==> src/rtl/if_pkg.sv <==
// Shared definitions for the instruction-fetch stage: FSM encoding,
// PC increment, bubble encoding and the opcode field position.
package if_pkg;

    localparam int unsigned INSTR_W    = 32;
    localparam int unsigned OPCODE_MSB = 31;
    localparam int unsigned OPCODE_LSB = 21;
    localparam int unsigned OPCODE_W   = OPCODE_MSB - OPCODE_LSB + 1;
    localparam int unsigned PC_INCR    = 4;
    localparam int unsigned STATE_W    = 2;

    // All-zero word decodes to a no-write bubble downstream.
    localparam logic [INSTR_W-1:0] BUBBLE_INSTR = 32'h0;

    // Fetch FSM state encoding.
    typedef logic [STATE_W-1:0] if_state_t;
    localparam logic [STATE_W-1:0] FETCH   = 2'd0;
    localparam logic [STATE_W-1:0] HOLD    = 2'd1;
    localparam logic [STATE_W-1:0] DISCARD = 2'd2;

endpackage

==> src/rtl/if_id_reg.sv <==
// IF/ID pipeline register.
// Ports: clock/reset; flush (highest priority, inserts bubble), hold (keep
// contents), load (capture next_pc/next_instr); with none of them asserted
// the register advances to a bubble. Outputs valid/pc/instr.
module if_id_reg
    import if_pkg::*;
#(
    parameter int unsigned ADDR_W = 64
) (
    input  logic               clock,
    input  logic               reset,
    input  logic               load,
    input  logic               flush,
    input  logic               hold,
    input  logic [ADDR_W-1:0]  next_pc,
    input  logic [INSTR_W-1:0] next_instr,
    output logic               valid,
    output logic [ADDR_W-1:0]  pc,
    output logic [INSTR_W-1:0] instr
);

    // Flush beats hold so a redirect always squashes a stalled slot.
    always_ff @(posedge clock) begin
        if (reset || flush) begin
            valid <= 1'b0;
            pc    <= '0;
            instr <= BUBBLE_INSTR;
        end else if (!hold) begin
            if (load) begin
                valid <= 1'b1;
                pc    <= next_pc;
                instr <= next_instr;
            end else begin
                valid <= 1'b0;
                pc    <= '0;
                instr <= BUBBLE_INSTR;
            end
        end
    end

endmodule

==> src/rtl/if_stage.sv <==
// Instruction-fetch stage: owns the PC, issues req/ready fetches to
// instruction memory, and feeds the IF/ID register.
// Ports: clock, reset (sync, active high); imem_req/imem_addr/imem_ready/
// imem_rdata memory handshake; id_stall, redirect, redirect_target from
// later stages; if_id_valid/pc/instr/opcode to decode.
module if_stage
    import if_pkg::*;
#(
    parameter int unsigned        ADDR_W   = 64,
    parameter logic [ADDR_W-1:0]  RESET_PC = '0
) (
    input  logic                clock,
    input  logic                reset,
    output logic                imem_req,
    output logic [ADDR_W-1:0]   imem_addr,
    input  logic                imem_ready,
    input  logic [INSTR_W-1:0]  imem_rdata,
    input  logic                id_stall,
    input  logic                redirect,
    input  logic [ADDR_W-1:0]   redirect_target,
    output logic                if_id_valid,
    output logic [ADDR_W-1:0]   if_id_pc,
    output logic [INSTR_W-1:0]  if_id_instr,
    output logic [OPCODE_W-1:0] if_id_opcode
);

    if_state_t          state_q, state_d;
    logic [ADDR_W-1:0]  pc_q, pc_d;
    logic [ADDR_W-1:0]  req_addr_q, req_addr_d;
    logic [INSTR_W-1:0] buf_instr_q, buf_instr_d;
    logic [ADDR_W-1:0]  buf_pc_q, buf_pc_d;

    logic               id_load, id_flush;
    logic [ADDR_W-1:0]  id_pc_d;
    logic [INSTR_W-1:0] id_instr_d;
    logic [ADDR_W-1:0]  target_al;
    logic [ADDR_W-1:0]  req_addr_inc;

    assign target_al    = redirect_target & ~ADDR_W'(3);
    assign req_addr_inc = req_addr_q + ADDR_W'(PC_INCR);

    // Request stays up in DISCARD so an abandoned transfer is never retracted.
    assign imem_req  = (state_q != HOLD);
    assign imem_addr = req_addr_q;

    // State and fetch-address registers.
    always_ff @(posedge clock) begin
        if (reset) begin
            state_q     <= FETCH;
            pc_q        <= RESET_PC;
            req_addr_q  <= RESET_PC;
            buf_instr_q <= BUBBLE_INSTR;
            buf_pc_q    <= '0;
        end else begin
            state_q     <= state_d;
            pc_q        <= pc_d;
            req_addr_q  <= req_addr_d;
            buf_instr_q <= buf_instr_d;
            buf_pc_q    <= buf_pc_d;
        end
    end

    // Next-state, PC and IF/ID control; redirect > id_stall > advance.
    always_comb begin
        state_d     = state_q;
        pc_d        = pc_q;
        req_addr_d  = req_addr_q;
        buf_instr_d = buf_instr_q;
        buf_pc_d    = buf_pc_q;
        id_load     = 1'b0;
        id_flush    = 1'b0;
        id_pc_d     = req_addr_q;
        id_instr_d  = imem_rdata;

        unique case (state_q)
            FETCH: begin
                if (redirect) begin
                    id_flush = 1'b1;
                    pc_d     = target_al;
                    if (imem_ready) begin
                        req_addr_d = target_al;
                    end else begin
                        state_d = DISCARD;
                    end
                end else if (imem_ready) begin
                    pc_d       = req_addr_inc;
                    req_addr_d = req_addr_inc;
                    if (id_stall) begin
                        buf_instr_d = imem_rdata;
                        buf_pc_d    = req_addr_q;
                        state_d     = HOLD;
                    end else begin
                        id_load = 1'b1;
                    end
                end
            end

            HOLD: begin
                if (redirect) begin
                    id_flush    = 1'b1;
                    pc_d        = target_al;
                    req_addr_d  = target_al;
                    buf_instr_d = BUBBLE_INSTR;
                    buf_pc_d    = '0;
                    state_d     = FETCH;
                end else if (!id_stall) begin
                    id_load    = 1'b1;
                    id_pc_d    = buf_pc_q;
                    id_instr_d = buf_instr_q;
                    state_d    = FETCH;
                end
            end

            DISCARD: begin
                if (redirect) begin
                    id_flush = 1'b1;
                    pc_d     = target_al;
                end
                // Abandoned transfer finishes; restart at the newest target.
                if (imem_ready) begin
                    req_addr_d = redirect ? target_al : pc_q;
                    state_d    = FETCH;
                end
            end

            default: begin
                state_d = FETCH;
            end
        endcase
    end

    if_id_reg #(
        .ADDR_W (ADDR_W)
    ) u_if_id_reg (
        .clock      (clock),
        .reset      (reset),
        .load       (id_load),
        .flush      (id_flush),
        .hold       (id_stall),
        .next_pc    (id_pc_d),
        .next_instr (id_instr_d),
        .valid      (if_id_valid),
        .pc         (if_id_pc),
        .instr      (if_id_instr)
    );

    assign if_id_opcode = if_id_instr[OPCODE_MSB:OPCODE_LSB];

endmodule
==> config.mk <==
export PLATFORM = sky130hd
export DESIGN_NAME = if_stage
export DESIGN_NICKNAME = d
export VERILOG_FILES = /design/src/rtl/if_pkg.sv /design/src/rtl/if_id_reg.sv /design/src/rtl/if_stage.sv
export SDC_FILE = /design/constraint.sdc
export NUM_CORES = 1
export LEC_CHECK = 0
export ABC_CLOCK_PERIOD_IN_PS = 4350
export BUFFER_PORTS_ARGS = -buffer_cell sky130_fd_sc_hd__buf_4
export CORE_MARGIN = 8
export CORE_UTILIZATION = 40
export DETAILED_ROUTE_END_ITERATION = 6
export SYNTH_ARGS = -nofsm -noshare
export SYNTH_HDL_FRONTEND = slang
export SYNTH_SLANG_ARGS = --single-unit
==> constraint.sdc <==
create_clock -name clock -period 4.35 [get_ports clock]
set_input_delay 0 -clock clock [delete_from_list [all_inputs] [get_ports clock]]
set_output_delay 0 -clock clock [all_outputs]
set_load 0.01 [all_outputs]
# Word level (Yosys, flattened, before mapping)
# Cells that the tools add are included.
# W data, S select, Z words.
# totals
register_bits	323
out_inout_bits	173
# classes
n_addsub	1
n_eq_ne	12
n_mux	41
n_reduce_logical	11
# op_table
op	n
$mux W64	14
$pmux W64 S2	2
$mux W32	7
$pmux W64 S3	1
$add A64 B3 Y64 const B	1
$pmux W32 S2	1
$mux W2	7
$ne A3 B3 Y1 const B	4
$ne A2 B2 Y1 const B	5
$reduce_and A5 Y1	2
$mux W1	7
$pmux W2 S3	1
$reduce_and A4 Y1	1
$reduce_bool A2 Y1	2
$reduce_bool A3 Y1	1
$reduce_or A3 Y1	1
$eq A2 B1 Y1 const B	1
$eq A2 B2 Y1 const B	1
$logic_not A2 Y1	1
$ne A2 B1 Y1 const B	1
$pmux W1 S2	1
$reduce_and A2 Y1	1
$reduce_or A2 Y1	1
$logic_or A1 B1 Y1	1

# Longest topological paths before layout
# logic_depth
ltp_word	5
depth_mapped	12
ltp_nobuf	8

# Hierarchy
# From an unflattened synthesis, not the netlist that was laid out.
# unflattened
hier_cells	2006
area_unflattened_um2	16676.0
# by_module_without_submodules
module	n_inst	cells_per_inst	area_each_um2	seq_area_each_um2
if_stage	1	1575	12809.8	4524.3
if_id_reg	1	431	3866.2	1941.9

# Worst setup path before layout
# Ideal clock, no wire load.
# synth_timing
path_kind	reg-to-reg
startpoint	reg req_addr_q[4] (netlist: imem_addr[4])
endpoint	reg req_addr_q[63] (netlist: imem_addr[63])
setup_time_ns	0.088
arrival_time_ns	2.431
t_required_ns	4.262
setup_slack_ns	1.831
stages_incl_launch_ff	8
path_buffers	1
synth_period_minus_slack_ns	2.519
cell_sequence	dfxtp_1 buf_2 nand2_1 nor4_4 nand4_4 or4_4 or4_4 a311oi_2
# synth_between
elab_chain_len	4
# synth_rtl
item	line_no	rtl
start: declaration	if_stage.sv:29	logic [ADDR_W-1:0] req_addr_q, req_addr_d;
start signal: assignment	if_stage.sv:57	req_addr_q <= req_addr_d;
$add A64 B3 Y64	if_stage.sv:40	assign req_addr_inc = req_addr_q + ADDR_W'(PC_INCR);
$mux W64	if_stage.sv:85	end else if (imem_ready) begin
$mux W64	if_stage.sv:77	if (redirect) begin
$pmux W64 S3	if_stage.sv:75	unique case (state_q)
# No other way between the ends. The select of a mux whose other input is x is not followed.
# A chain may end at the register's enable or synchronous reset.

# Worst setup path after layout
# layout_timing
startpoint	reg req_addr_q[37] (netlist: imem_addr[37])
endpoint	reg pc_q[56]
# layout_between
elab_chain_len	4
# layout_rtl
item	line_no	rtl
$add A64 B3 Y64	if_stage.sv:40	
$mux W64	if_stage.sv:85	
$mux W64	if_stage.sv:77	
$pmux W64 S2	if_stage.sv:75	
end signal: assignment	if_stage.sv:56	pc_q <= pc_d;
end: declaration	if_stage.sv:28	logic [ADDR_W-1:0] pc_q, pc_d;
# No other way between the ends. The select of a mux whose other input is x is not followed.

==> reports/metrics.csv <==
metric;value;unit
first-pass GRT wire length;106000;µm
vias in the first global route;17700;
# DRC;0;
r2r worst-path depth;7;
# setup viols final;0;
Data arrival, critical path;4190;ps
Pwr Density;412;nW/µm²
TritonCTS clock tree;yes;
reg2reg end;pc_q[56];
period utilisation layout;86.2;%
die area;48600;µm²
Syn Area/Cell;7.35;µm²
Hold WC Path Type;in2reg;
Vias/cell;6.03;
# hold bufs at CTS;103;
RSZ-0062 raised after global routing;no;
total vias in the final route;18500;
P_sw;2.94;mW
WS Path Type;reg2reg;
Critical Path RT;4790;ps
Leak;8.35;nW
Worst setup EP type;flip-flop;
number of synthesized flops with an enable pin;0;
Synth top area share;38.7;%
Clk pwr share;37.1;%
Critical Path End;pc_q[56];
Routed Antenna Nets;0;
flop2flop setup slack;600;ps
dpl cells;2903;
Routed WL per cell;22.8;µm
actual slew at the worst max-slew pin;1180;ps
FMAX;0.267;GHz
share of cells above drive strength 1;16.8;%
async set-reset flop share out of synthesis;0;%
Core Rows;75;
CTS clk-pin slew, worst paths;60;ps
Tot Pwr;8.78;mW
Post-Syn Instances;2275;
number of synthesized register bits;323;
CP Launch Point;imem_addr[37];
min Tclk post-route;3750;ps
worst-path fanout max;12;
Worst Skew;22.9;ps
Switching Share;33.5;%
Fin. Hold Viols;0;
Final nets;2613;
Area growth syn-to-layout;27.4;%
initial antenna violation count;2;
post_cts resized;0;
worst skew pair latency;570;ps
Post-CTS Setup Bufs;0;
hpwl dp;45200;µm
Util after Layout;51.2;%
TritonCTS buffer count;38;
Die H;220;µm
Synth Flop Type;dfxtp_1;
Flop pwr share;40.0;%
DRT iter0 DRCs;1823;
Hold Crit Start;imem_ready;
Slew Limit Headroom;21.7;%
Post-Syn Area;16700;µm²
Crit Reg-Reg Startpoint;imem_addr[37];
largest net degree at the start of global routing;102;
GRT Total Usage;27.7;%
Final Non-Filler Cells;3074;
# clock sinks;323;
max_cap viols;0;
Synth cell types;75;
YS warnings;0;
htree depth;2;
Startpoint Class;flip-flop;
net count after synthesis;2381;
VDD IR-drop max;0.287;mV
DIE WIDTH;220;µm
Starting Density;40.2;%
total wire length;70100;µm
Area contributors post-synth;dfxtp_1 (39%), a21oi_1 (11%), nor2_1 (7.8%), nand2_1 (6.0%), clkbuf_1 (4.2%);
CORE AREA;41600;µm²
Max Slew Vio Count;0;
I/O pin total;274;
Comb pwr share;22.9;%
final setup TNS;0;ps
result of the run;finished, final reports clean;
routability cong.;0.942;
internal power;5.84;mW
clock root buffer;clkbuf_16;
sequential share of the synthesized area;38.7;%
post-synth top area cell;dfxtp_1;
GR Overflow Total;0;
Longest Clk Path Bufs;3;
iteration count of the initial detailed-routing pass;6;
Buffers on Ports;271;
## synthesized netlist by cell type (all sizes together), types with 10 or more instances
master and n:
nor3 44, o21a 10, nand4 34, a311oi 10
nand2b 15, a221oi 33, dfxtp 323, nand3 40
clkbuf 189, nor4 29, inv 19, nand2 269
or3 10, mux2i 14, xnor2 19, and4 12
a21oi 365, and3 102, buf 51, a22oi 37
a211oi 48, o211ai 14, a2111oi 12, o22ai 14
o21ai 63, nor2 348, or4 12, xor2 13
a31oi 10
## routing by layer
| metal | up-vias | part of all wire (%) | global-route usage [%] |
|---|---|---|---|
| li1 | 8588 | - | - |
| met1 | 8860 | 41 | 34.9 |
| met2 | 912 | 47 | 46.0 |
| met3 | 189 | 7.8 | 5.13 |
| met4 | 0 | 4.3 | 12.2 |
| met5 | - | 0 | 0 |
## state kept, by name, indices dropped and copies added, names as in the netlist
register and flops:
imem_addr 64, pc_q 64, u_if_id_reg.pc 64, u_if_id_reg.valid 1, state_q 2, buf_instr_q 32, buf_pc_q 64, u_if_id_reg.instr 32
## area by class of cell
class                      count  area, µm²
antenna                        1       2.50
clock buffer                  56       1110
clock inverter                11        153
fill                        4045      20300
inverter                      22       82.6
multi-input combinational   1690       9270
sequential                   323       6470
tap                          539        674
timing repair buffer         432       3540
## power by group through the flow
stage / Clock [mW] / Combinational, mW / Sequential [mW]
global route: 3.44 / 2.16 / 3.53
finish: 3.26 / 2.01 / 3.51
global placement: 0 / 1.86 / 3.55
CTS: 3.31 / 1.98 / 3.50
detailed placement: 0 / 1.89 / 3.56
floorplan: 0 / 1.20 / 3.41
## per-stage QoR
| step | hold WS [ps] | area, µm² | setup WS (ps) |
|---|---|---|---|
| 3_5_place_dp | 312 | 19000 | 1180 |
| 2_1_floorplan | 172 | 16700 | 1830 |
| 6_report | 102 | 21300 | 601 |
| 3_3_place_gp | 304 | 19000 | 1220 |
| 5_1_grt | 131 | 21300 | 508 |
| 4_1_cts | 73.0 | 21300 | 700 |
## worst max-delay path: stages (launching register included)
cell,delay [ps]
dfxtp_1,600
nand4_1,450
or3_1,700
or4_1,690
o31a_1,310
o21ai_0,180
a21oi_1,90
dlygate4sd3_1,610
## worst min path at each step
stage / end / slack [ps] / cells past startpoint
6_report: state_q[1] / 100 / 6
4_1_cts: state_q[1] / 70 / 6
5_1_grt: state_q[0] / 130 / 5
3_3_place_gp: pc_q[25] / 300 / 3
2_1_floorplan: pc_q[25] / 170 / 2
3_5_place_dp: pc_q[25] / 310 / 3
## cells by family (layout without fill, tap and decap cells)
group	Yosys count	count (layout)	share of synthesized area, %
buf+inv	262	521	6.36
xor+xnor	32	32	1.68
simple gates	942	942	26.2
mux	20	20	1.24
fa+ha+maj	5	5	0.374
other cells	0	1	0
compound gates	691	691	25.5
flops	323	323	38.7
## cells in the final DEF (no fill, tap or decap), types with 13 or more instances in the layout
| cell | synthesis | final |
|---|---|---|
| a211oi_1 | 48 | 48 |
| a221oi_1 | 33 | 33 |
| nor4_1 | 24 | 24 |
| xnor2_1 | 19 | 19 |
| nand4_1 | 33 | 33 |
| nand2_1 | 269 | 269 |
| a22oi_1 | 37 | 37 |
| clkbuf_16 | 0 | 38 |
| dfxtp_1 | 323 | 323 |
| buf_4 | 13 | 325 |
| nand3_1 | 39 | 39 |
| nor3_1 | 44 | 43 |
| a21oi_1 | 365 | 365 |
| mux2i_1 | 14 | 14 |
| and3_1 | 102 | 102 |
| nor2_1 | 348 | 345 |
| inv_1 | 19 | 19 |
| dlygate4sd3_1 | 0 | 103 |
| xor2_1 | 13 | 13 |
| o211ai_1 | 14 | 14 |
| o22ai_1 | 14 | 13 |
| nand2b_1 | 15 | 13 |
| o21ai_0 | 60 | 59 |
(Power assumes the default switching activity.)
